File: config.mk
export PLATFORM = sky130hd
export DESIGN_NAME = pad_scan_ctrl
export DESIGN_NICKNAME = d
export VERILOG_FILES = /design/src/rtl/pad_scan_pkg.sv /design/src/rtl/pad_event_fifo.sv /design/src/rtl/pad_scan_ctrl.sv
export SDC_FILE = /design/constraint.sdc
export NUM_CORES = 1
export LEC_CHECK = 0
export ABC_AREA = 1
export ABC_CLOCK_PERIOD_IN_PS = 3400
export CORE_AREA = 2 2 108 110
export CTS_CLUSTER_DIAMETER = 30
export DETAILED_ROUTE_END_ITERATION = 10
export DIE_AREA = 0 0 110 112
export PLACE_DENSITY = 0.78
export SYNTH_ARGS = -nofsm -noshare
export SYNTH_HDL_FRONTEND = slang
export SYNTH_SLANG_ARGS = --single-unit
File: constraint.sdc
create_clock -name clk -period 3.4 [get_ports clk]
set_input_delay 0.51 -clock clk [delete_from_list [all_inputs] [get_ports clk]]
set_output_delay 0.51 -clock clk [all_outputs]
set_load 0.005 [all_outputs]
File: src/rtl/pad_scan_pkg.sv
// Purpose: shared defaults, widths and event layout for the 4x4 pad scanner.
// Latency: n/a (types and constants only).
// Backpressure: n/a.
package pad_scan_pkg;

    localparam int SCAN_DIV_DEF = 1000;   // cycles each row is driven
    localparam int DEBOUNCE_DEF = 3;      // disagreeing scans needed to flip a key

    localparam int NUM_ROWS   = 4;
    localparam int NUM_COLS   = 4;
    localparam int NUM_KEYS   = NUM_ROWS * NUM_COLS;

    localparam int EV_W       = 5;
    localparam int FIFO_DEPTH = 4;

    // Event field positions: bit4 = press(1)/release(0), bits3:0 = key index.
    localparam int EV_PRESS_BIT = 4;
    localparam int EV_KEY_LSB   = 0;
    localparam int EV_KEY_W     = 4;

    typedef struct packed {
        logic       press;
        logic [3:0] key;     // row*4 + col
    } ev_t;

    function automatic ev_t make_ev(input logic press, input logic [1:0] row,
                                    input logic [1:0] col);
        ev_t ev;
        ev.press = press;
        ev.key   = {row, col};
        return ev;
    endfunction

endpackage

File: src/rtl/pad_event_fifo.sv
// Purpose: small FIFO holding key events until the consumer takes them.
// Latency: 1 cycle from push to data visible at the head (empty deasserts next cycle).
// Backpressure: push into a full FIFO without a same-cycle pop is dropped and flagged on drop.
//
// Ports: clk/rst_n (sync, active-low); push/push_data write side; pop read side
// (ignored when empty); full/empty status; data = head entry (zero when empty);
// drop = combinational pulse for a rejected push.
module pad_event_fifo
    import pad_scan_pkg::*;
#(
    parameter int DEPTH = FIFO_DEPTH,   // must be a power of two (pointers wrap naturally)
    parameter int W     = EV_W
) (
    input  logic         clk,
    input  logic         rst_n,
    input  logic         push,
    input  logic [W-1:0] push_data,
    input  logic         pop,
    output logic         full,
    output logic         empty,
    output logic [W-1:0] data,
    output logic         drop
);

    localparam int AW = $clog2(DEPTH);
    localparam int CW = AW + 1;

    logic [W-1:0]  mem [DEPTH];
    logic [AW-1:0] wr_ptr;
    logic [AW-1:0] rd_ptr;
    logic [CW-1:0] count;
    logic          do_push;
    logic          do_pop;

    assign full    = (count == CW'(DEPTH));
    assign empty   = (count == '0);
    assign do_pop  = pop && !empty;
    // A pop in the same cycle frees the slot, so a full FIFO still accepts the push.
    assign do_push = push && (!full || do_pop);
    assign drop    = push && full && !do_pop;
    assign data    = empty ? '0 : mem[rd_ptr];

    always_ff @(posedge clk) begin
        if (!rst_n) begin
            wr_ptr <= '0;
            rd_ptr <= '0;
            count  <= '0;
            for (int i = 0; i < DEPTH; i++) begin
                mem[i] <= '0;
            end
        end else begin
            if (do_push) begin
                mem[wr_ptr] <= push_data;
                wr_ptr      <= wr_ptr + AW'(1);
            end
            if (do_pop) begin
                rd_ptr <= rd_ptr + AW'(1);
            end
            case ({do_push, do_pop})
                2'b10:   count <= count + CW'(1);
                2'b01:   count <= count - CW'(1);
                default: count <= count;
            endcase
        end
    end

endmodule

File: src/rtl/pad_scan_ctrl.sv
// Purpose: 4x4 key pad scanner with per-key debounce and a press/release event queue.
// Latency: event queued at the evaluation cycle of its column, ev_valid one cycle later.
// Backpressure: ev_valid/ev_ready handshake; events arriving at a full queue are dropped, overflow sticks.
//
// Ports: clk, rst_n (sync, active-low); enable freezes scanning; col_in raw column
// returns (async); row_sel drives the row decoder; ev_valid/ev_data/ev_ready event
// stream; key_state debounced map (bit = row*4+col); overflow sticky, clr_ovf clears.
module pad_scan_ctrl
    import pad_scan_pkg::*;
#(
    parameter int SCAN_DIV = SCAN_DIV_DEF,   // >= 8
    parameter int DEBOUNCE = DEBOUNCE_DEF    // 1..15
) (
    input  logic                clk,
    input  logic                rst_n,
    input  logic                enable,
    input  logic [NUM_COLS-1:0] col_in,
    output logic [1:0]          row_sel,
    output logic                ev_valid,
    output logic [EV_W-1:0]     ev_data,
    input  logic                ev_ready,
    output logic [NUM_KEYS-1:0] key_state,
    output logic                overflow,
    input  logic                clr_ovf
);

    localparam int CNT_W = $clog2(SCAN_DIV);
    localparam logic [CNT_W-1:0] CNT_LAST  = CNT_W'(SCAN_DIV - 1);
    localparam logic [CNT_W-1:0] SAMPLE_AT = CNT_W'(SCAN_DIV - 5);
    localparam logic [CNT_W-1:0] EVAL_BASE = CNT_W'(SCAN_DIV - 4);
    localparam logic [3:0]       DEB_LAST  = 4'(DEBOUNCE - 1);

    logic [NUM_COLS-1:0] sync_a;
    logic [NUM_COLS-1:0] sync_b;
    logic [NUM_COLS-1:0] col_sample;
    logic [CNT_W-1:0]    cnt;
    logic [3:0]          dbc [NUM_KEYS];

    // Column evaluation occupies the last four cycles of each row period,
    // one column per cycle, so the decoder output has long settled.
    logic       in_eval;
    logic [1:0] eval_col;
    logic [3:0] eval_key;
    logic       eval_sample;
    logic       eval_differs;
    logic       eval_flip;

    logic       fifo_push;
    ev_t        fifo_push_data;
    logic       fifo_full;
    logic       fifo_empty;
    logic       fifo_drop;

    assign in_eval      = enable && (cnt >= EVAL_BASE);
    assign eval_col     = 2'(cnt - EVAL_BASE);
    assign eval_key     = {row_sel, eval_col};
    assign eval_sample  = col_sample[eval_col];
    assign eval_differs = (eval_sample != key_state[eval_key]);
    // The scan that would bring the counter up to DEBOUNCE flips the key instead.
    assign eval_flip    = eval_differs && (dbc[eval_key] == DEB_LAST);

    assign fifo_push      = in_eval && eval_flip;
    assign fifo_push_data = make_ev(eval_sample, row_sel, eval_col);

    always_ff @(posedge clk) begin
        if (!rst_n) begin
            sync_a     <= '0;
            sync_b     <= '0;
            col_sample <= '0;
            cnt        <= '0;
            row_sel    <= '0;
            key_state  <= '0;
            overflow   <= 1'b0;
            for (int k = 0; k < NUM_KEYS; k++) begin
                dbc[k] <= '0;
            end
        end else begin
            // Synchronizer runs regardless of enable so it is primed on resume.
            sync_a <= col_in;
            sync_b <= sync_a;

            if (enable) begin
                if (cnt == CNT_LAST) begin
                    cnt     <= '0;
                    row_sel <= row_sel + 2'd1;
                end else begin
                    cnt <= cnt + CNT_W'(1);
                end

                if (cnt == SAMPLE_AT) begin
                    col_sample <= sync_b;
                end

                if (in_eval) begin
                    if (!eval_differs) begin
                        dbc[eval_key] <= '0;
                    end else if (eval_flip) begin
                        key_state[eval_key] <= eval_sample;
                        dbc[eval_key]       <= '0;
                    end else begin
                        dbc[eval_key] <= dbc[eval_key] + 4'd1;
                    end
                end
            end

            // A drop wins over a simultaneous clear so no loss goes unreported.
            if (fifo_drop) begin
                overflow <= 1'b1;
            end else if (clr_ovf) begin
                overflow <= 1'b0;
            end
        end
    end

    pad_event_fifo #(
        .DEPTH (FIFO_DEPTH),
        .W     (EV_W)
    ) u_event_fifo (
        .clk       (clk),
        .rst_n     (rst_n),
        .push      (fifo_push),
        .push_data (fifo_push_data),
        .pop       (ev_ready),
        .full      (fifo_full),
        .empty     (fifo_empty),
        .data      (ev_data),
        .drop      (fifo_drop)
    );

    assign ev_valid = !fifo_empty;

    drop_only_when_full: assert property (@(posedge clk) disable iff (!rst_n)
        fifo_drop |-> fifo_full);

endmodule

; Word-level counts from Yosys, hierarchy flattened
; Memory sizes are Yosys's and may differ from the RTL's. A register that Yosys moved wholly into a read port is not among the register bits.
; Index checks and enable logic that the tools add are counted.
[op_classes]
add_sub_neg = 8
mux = 43
magnitude_cmp = 4
n_reduce_logical = 20
eq_ne = 7
bitwise = 2
[op_table]
columns = op, n
row1 = two-way mux 1 bit, 28
row2 = "== test 10 bit, second input constant", 2
row3 = bitwise mux 16 bit, 1
row4 = two-way mux 4 bit, 4
row5 = "adder 10 x 1 -> 10 bit, second input constant", 1
row6 = "greater-or-equal comparator 10 bit, second input constant", 1
row7 = two-way mux 10 bit, 1
row8 = two-way mux 5 bit, 2
row9 = logical AND 1 bit, 8
row10 = "adder 2 x 1 -> 2 bit, second input constant", 3
row11 = two-way mux 2 bit, 3
row12 = case mux 3 bit (2 select lines), 1
row13 = "< comparator 4 x 5 -> 1 bit, second input constant", 1
row14 = OR reduction 5 bit, 1
row15 = "adder 4 x 1 -> 4 bit, second input constant", 1
row16 = binary-select mux 1 bit (select 4 bit), 1
row17 = demux 1 bit (select 4 bit), 1
row18 = "== test 4 x 2 -> 1 bit, second input constant", 1
row19 = "greater-or-equal comparator 4 x 1 -> 1 bit, second input constant", 1
row20 = AND reduction 2 bit, 2
row21 = AND reduction 4 bit, 1
row22 = nonzero test 2 bit, 2
row23 = OR reduction 4 bit, 1
row24 = "adder 3 x 1 -> 3 bit, second input constant", 1
row25 = 12 further kinds, 15
[word_totals]
elab_cells = 96
register_bits = 48
mem_bits_rw = 84
input_bits = 9
memories = 2
[memory_table]
columns = name, words, word_bits, read_ports, rd_clocked_by_memory_dff, wr, line
row1 = dbc, 16, 4, 1, 0, 16, pad_scan_ctrl.sv:37  ; logic [3:0] dbc [NUM_KEYS];
row2 = u_event_fifo.mem, 4, 5, 1, 1, 4, pad_event_fifo.sv:28  ; logic [W-1:0] mem [DEPTH];

; Logic depth before layout (Yosys ltp)
[logic_depth]
word_depth = 15
mapped_depth = 20

; Modules after synthesis
; Synthesis repeated with hierarchy kept, for this count alone.
[unflattened]
cells_unflattened = 820
area_unflattened_um2 = 6752.7
[by_module_without_submodules]
columns = mod, seq_area_each_um2, area_per_inst_um2, n_inst, cells_per_inst
row1 = pad_scan_ctrl, 2742.6, 5398.9, 1, 669
row2 = pad_event_fifo, 780.7, 1353.8, 1, 151

; Worst setup path after synthesis
; OpenSTA, ideal clock, no wires.
[synth_path]
kind = register to register
from = reg cnt[1]
to = reg u_event_fifo.count[2]
slack_ns = 0.516
t_required_ns = 3.285
arrival_time_ns = 2.769
path_stages_with_launch = 20
setup_ns = 0.115
cell_sequence = dfxtp_1 > buf_6 > inv_2 > buf_6 > buf_2 > o21ai_0 > o221ai_1 > o211ai_1 > nand2_1 > inv_1 > ha_1 > nand3_1 > nor3_1 > nand2_2 > nand2_1 > fa_1 > inv_1 > nand4_1 > a21oi_1 > nor2_1
[synth_between]
elab_chain_len = 9
elab_cells_between_ends = 17
[synth_lines]
columns = item, line
row1 = "start, declared", pad_scan_ctrl.sv:36  ; logic [CNT_W-1:0] cnt;
row2 = "start signal, assigned", pad_scan_ctrl.sv:87  ; cnt <= cnt + CNT_W'(1);
row3 = branches (longest 5 deep; another with memory (16 x 4 bit)), n/a
row4 = logical AND 1 bit (*), pad_scan_ctrl.sv:62  ; assign fifo_push = in_eval && eval_flip;
row5 = logical AND 1 bit (*), pad_event_fifo.sv:39  ; assign do_push = push && (!full || do_pop);
row6 = == test 2 x 1 -> 1 bit or == test 2 bit (tied branches), pad_event_fifo.sv:59  ; case ({do_push, do_pop})
row7 = case mux 3 bit (2 select lines) or nonzero test 2 bit (tied branches), n/a
row8 = "end signal, assigned", pad_event_fifo.sv:60  ; 2'b10: count <= count + CW'(1);
row9 = "end signal, assigned", pad_event_fifo.sv:61  ; 2'b01: count <= count - CW'(1);
row10 = "end signal, assigned", pad_event_fifo.sv:62  ; default: count <= count;
row11 = "end, declared", pad_event_fifo.sv:31  ; logic [CW-1:0] count;
; Mark *: on every way between the ends. The select of a mux whose other input is x is not followed.
; A chain may end at the register's enable or synchronous reset.

==> metrics <==
initial core utilization=0.587; Final WS setup=374 ps; Ys Warns=0; root buffer cell=clkbuf_16; nets=819; Syn Inst Count=765; number of CTS-inserted buffers=17; Synth area leaders=edfxtp_1 38%, dfxtp_1 15%, nor2_1 9.3%, nand2_1 7.9%, inv_1 4.5%; crit path from=cnt[0]; starting DRC count in detailed routing=535; DR pass1 iterations=5; Slew Limit Headroom=0.515; # resized after CTS=0; total grt overflow=0; peak supply drop=509 uV; Pleak=2.87 nW; fin crit share=0.890; CTS tree=done; Vias=5373; Comb power frac=0.149; Post-synth top cells=162 x nor2_1, 138 x nand2_1, 84 x edfxtp_1; Setup-failing EPs final=0; proportion of layout cells with a drive suffix above 1=0.0900; io pins=34; status=completed; Finished Layout Cells=954; Clock Tree Buf Depth=2; Area Growth Syn to Fin=14.0%; Synth cell types=38; die area=12300 sq um; drt wl/cell=16.4 um; HPWL Detailed=10500 um; hold slack=410 ps; count of final max-slew check failures=0; Crit Path Class=reg -> reg; pre-CTS setup slack=445 ps; H-tree depth=4; leading area contributor after synthesis=edfxtp_1; crit path launch type=register; Clock power frac=0.407; worst r2r src=cnt[0]; # Post-CTS Setup Buffers=0; register area share after synthesis=0.537; initial antenna violation count=0; Ant. Diodes=0; switch share=0.259; crit path capture type=register; switching pwr=1.09 mW; power per cell area=563 nW/um^2; Max-Cap Viols=0; HP Class=reg -> reg; Die X=110 um; Seq pwr share=0.444; worst slew pin tran=719 ps; IO Port Bufs=33; clock slew at reported path FFs=50 ps; DRC viols=0; hold_sp=sync_a[0]; first-pass GRT wire length=25300 um; Placed Cells incl. Taps=923; GPL Wtd Cong=0.867; cts hold-fix bufs=0; total track usage=0.274; Core Area=11200 sq um; pin count of the biggest net entering global routing=55; area share of the largest cell type after synthesis=0.385; CP Max Fanout=29; Clock Latency Late Sink=420 ps; number of synthesized flops with an enable pin=84; unrepaired setup endpoints after global routing=no; Req. time, crit path=3440 ps; remaining antenna violation count=0; average cell area after synthesis=8.57 sq um; Yosys reg bits=134; DRT Wirelength=15600 um; Cell Int Power=3.12 mW; Min Clock Period, post-route=3030 ps; Site Rows=39; setup TNS=0 ps; count leader, synth=nor2_1; ys flop type=edfxtp_1; final hold vios=0; Post-Syn Area=6560 sq um; vias in the first global route=5179; fmax=0.330 GHz; CP arrival=3070 ps; routed vias/inst=5.63; syn nets=785; Worst Skew=7.93 ps; ys async rst share=0; fillers=922; Pwr Total=4.21 mW; Chip Height=112 um; CTS sink cnt=134
state kept, by name, indices dropped and copies added, names as in the netlist, named ones only:
register / count
u_event_fifo.wr_ptr: 2
col_sample: 4
sync_a: 4
key_state: 16
u_event_fifo.mem: 20
dbc: 64
cnt: 10
row_sel: 2
sync_b: 4
u_event_fifo.rd_ptr: 2
u_event_fifo.count: 3
overflow: 1
power by group through the flow:
stage / Sequential [mW] / Clock, mW / Combinational (mW)
2_1_floorplan: 1.87 / 0 / 0.416
3_3_place_gp: 1.90 / 0 / 0.589
3_5_place_dp: 1.90 / 0 / 0.614
4_1_cts: 1.87 / 1.73 / 0.619
5_1_grt: 1.88 / 1.81 / 0.699
6_report: 1.87 / 1.71 / 0.625
layer usage:
| metal | up-vias | part of all wire | track usage |
|---|---|---|---|
| li1 | 2583 | - | - |
| met1 | 2520 | 0.40 | 0.348 |
| met2 | 228 | 0.49 | 0.440 |
| met3 | 42 | 0.083 | 0.0773 |
| met4 | 0 | 0.029 | 0.109 |
| met5 | - | 0 | 0 |
cell type report:
type,instances,area (sq um),share of cell area
Sequential cell,134,3520,0.471
Multi-Input combinational cell,517,2480,0.332
Timing Repair Buffer,48,438,0.0586
Clock buffer,19,433,0.0579
Inverter,81,304,0.0407
Tap cell,143,179,0.0239
Clock inverter,12,113,0.0151
final timing paths:
| path | end | slack, ps | cells after the start |
|---|---|---|---|
| setup reg to reg | u_event_fifo.mem[2][1] | 370 | 12 |
| setup / recovery | u_event_fifo.mem[2][1] | 370 | 12 |
| hold reg to reg | sync_b[0] | 410 | 2 |
| hold / removal | sync_b[0] | 410 | 2 |
worst max-delay path, stage by stage, from the launching register on:
cell and delay (ps):
dfxtp_1 380, buf_4 310, o21ai_0 140, o221ai_1 210, o211ai_1 160, nand2_1 150
ha_1 180, inv_1 50, nor2_1 110, nand3_1 70, nor2_1 140, nand2_1 130
o21ai_0 600
metrics by stage:
stage,util,cell area [sq um]
2_1_floorplan,-,6560
3_3_place_gp,0.620,6930
3_5_place_dp,0.620,6930
4_1_cts,0.669,7470
5_1_grt,0.669,7470
6_report,0.669,7470
cell usage in the layout, fill, tap and decap left out, types with 17 or more instances in the layout:
cell	count
o21ai_0	44
nor3_1	25
nand2_1	138
nor2_1	162
edfxtp_1	84
a21oi_1	21
clkbuf_16	17
clkdlybuf4s50_1	32
dfxtp_1	50
inv_1	78
nand3_1	55
cell families after synthesis:
kind of cell    after synthesis  share of synthesized area
simple gates                416                      0.278
buf+inv                     114                     0.0840
flops                       134                      0.537
compound gates               87                     0.0746
fa+ha+maj                    11                     0.0221
xor+xnor                      3                    0.00401
Note: power is estimated with default switching activity, not from simulation.
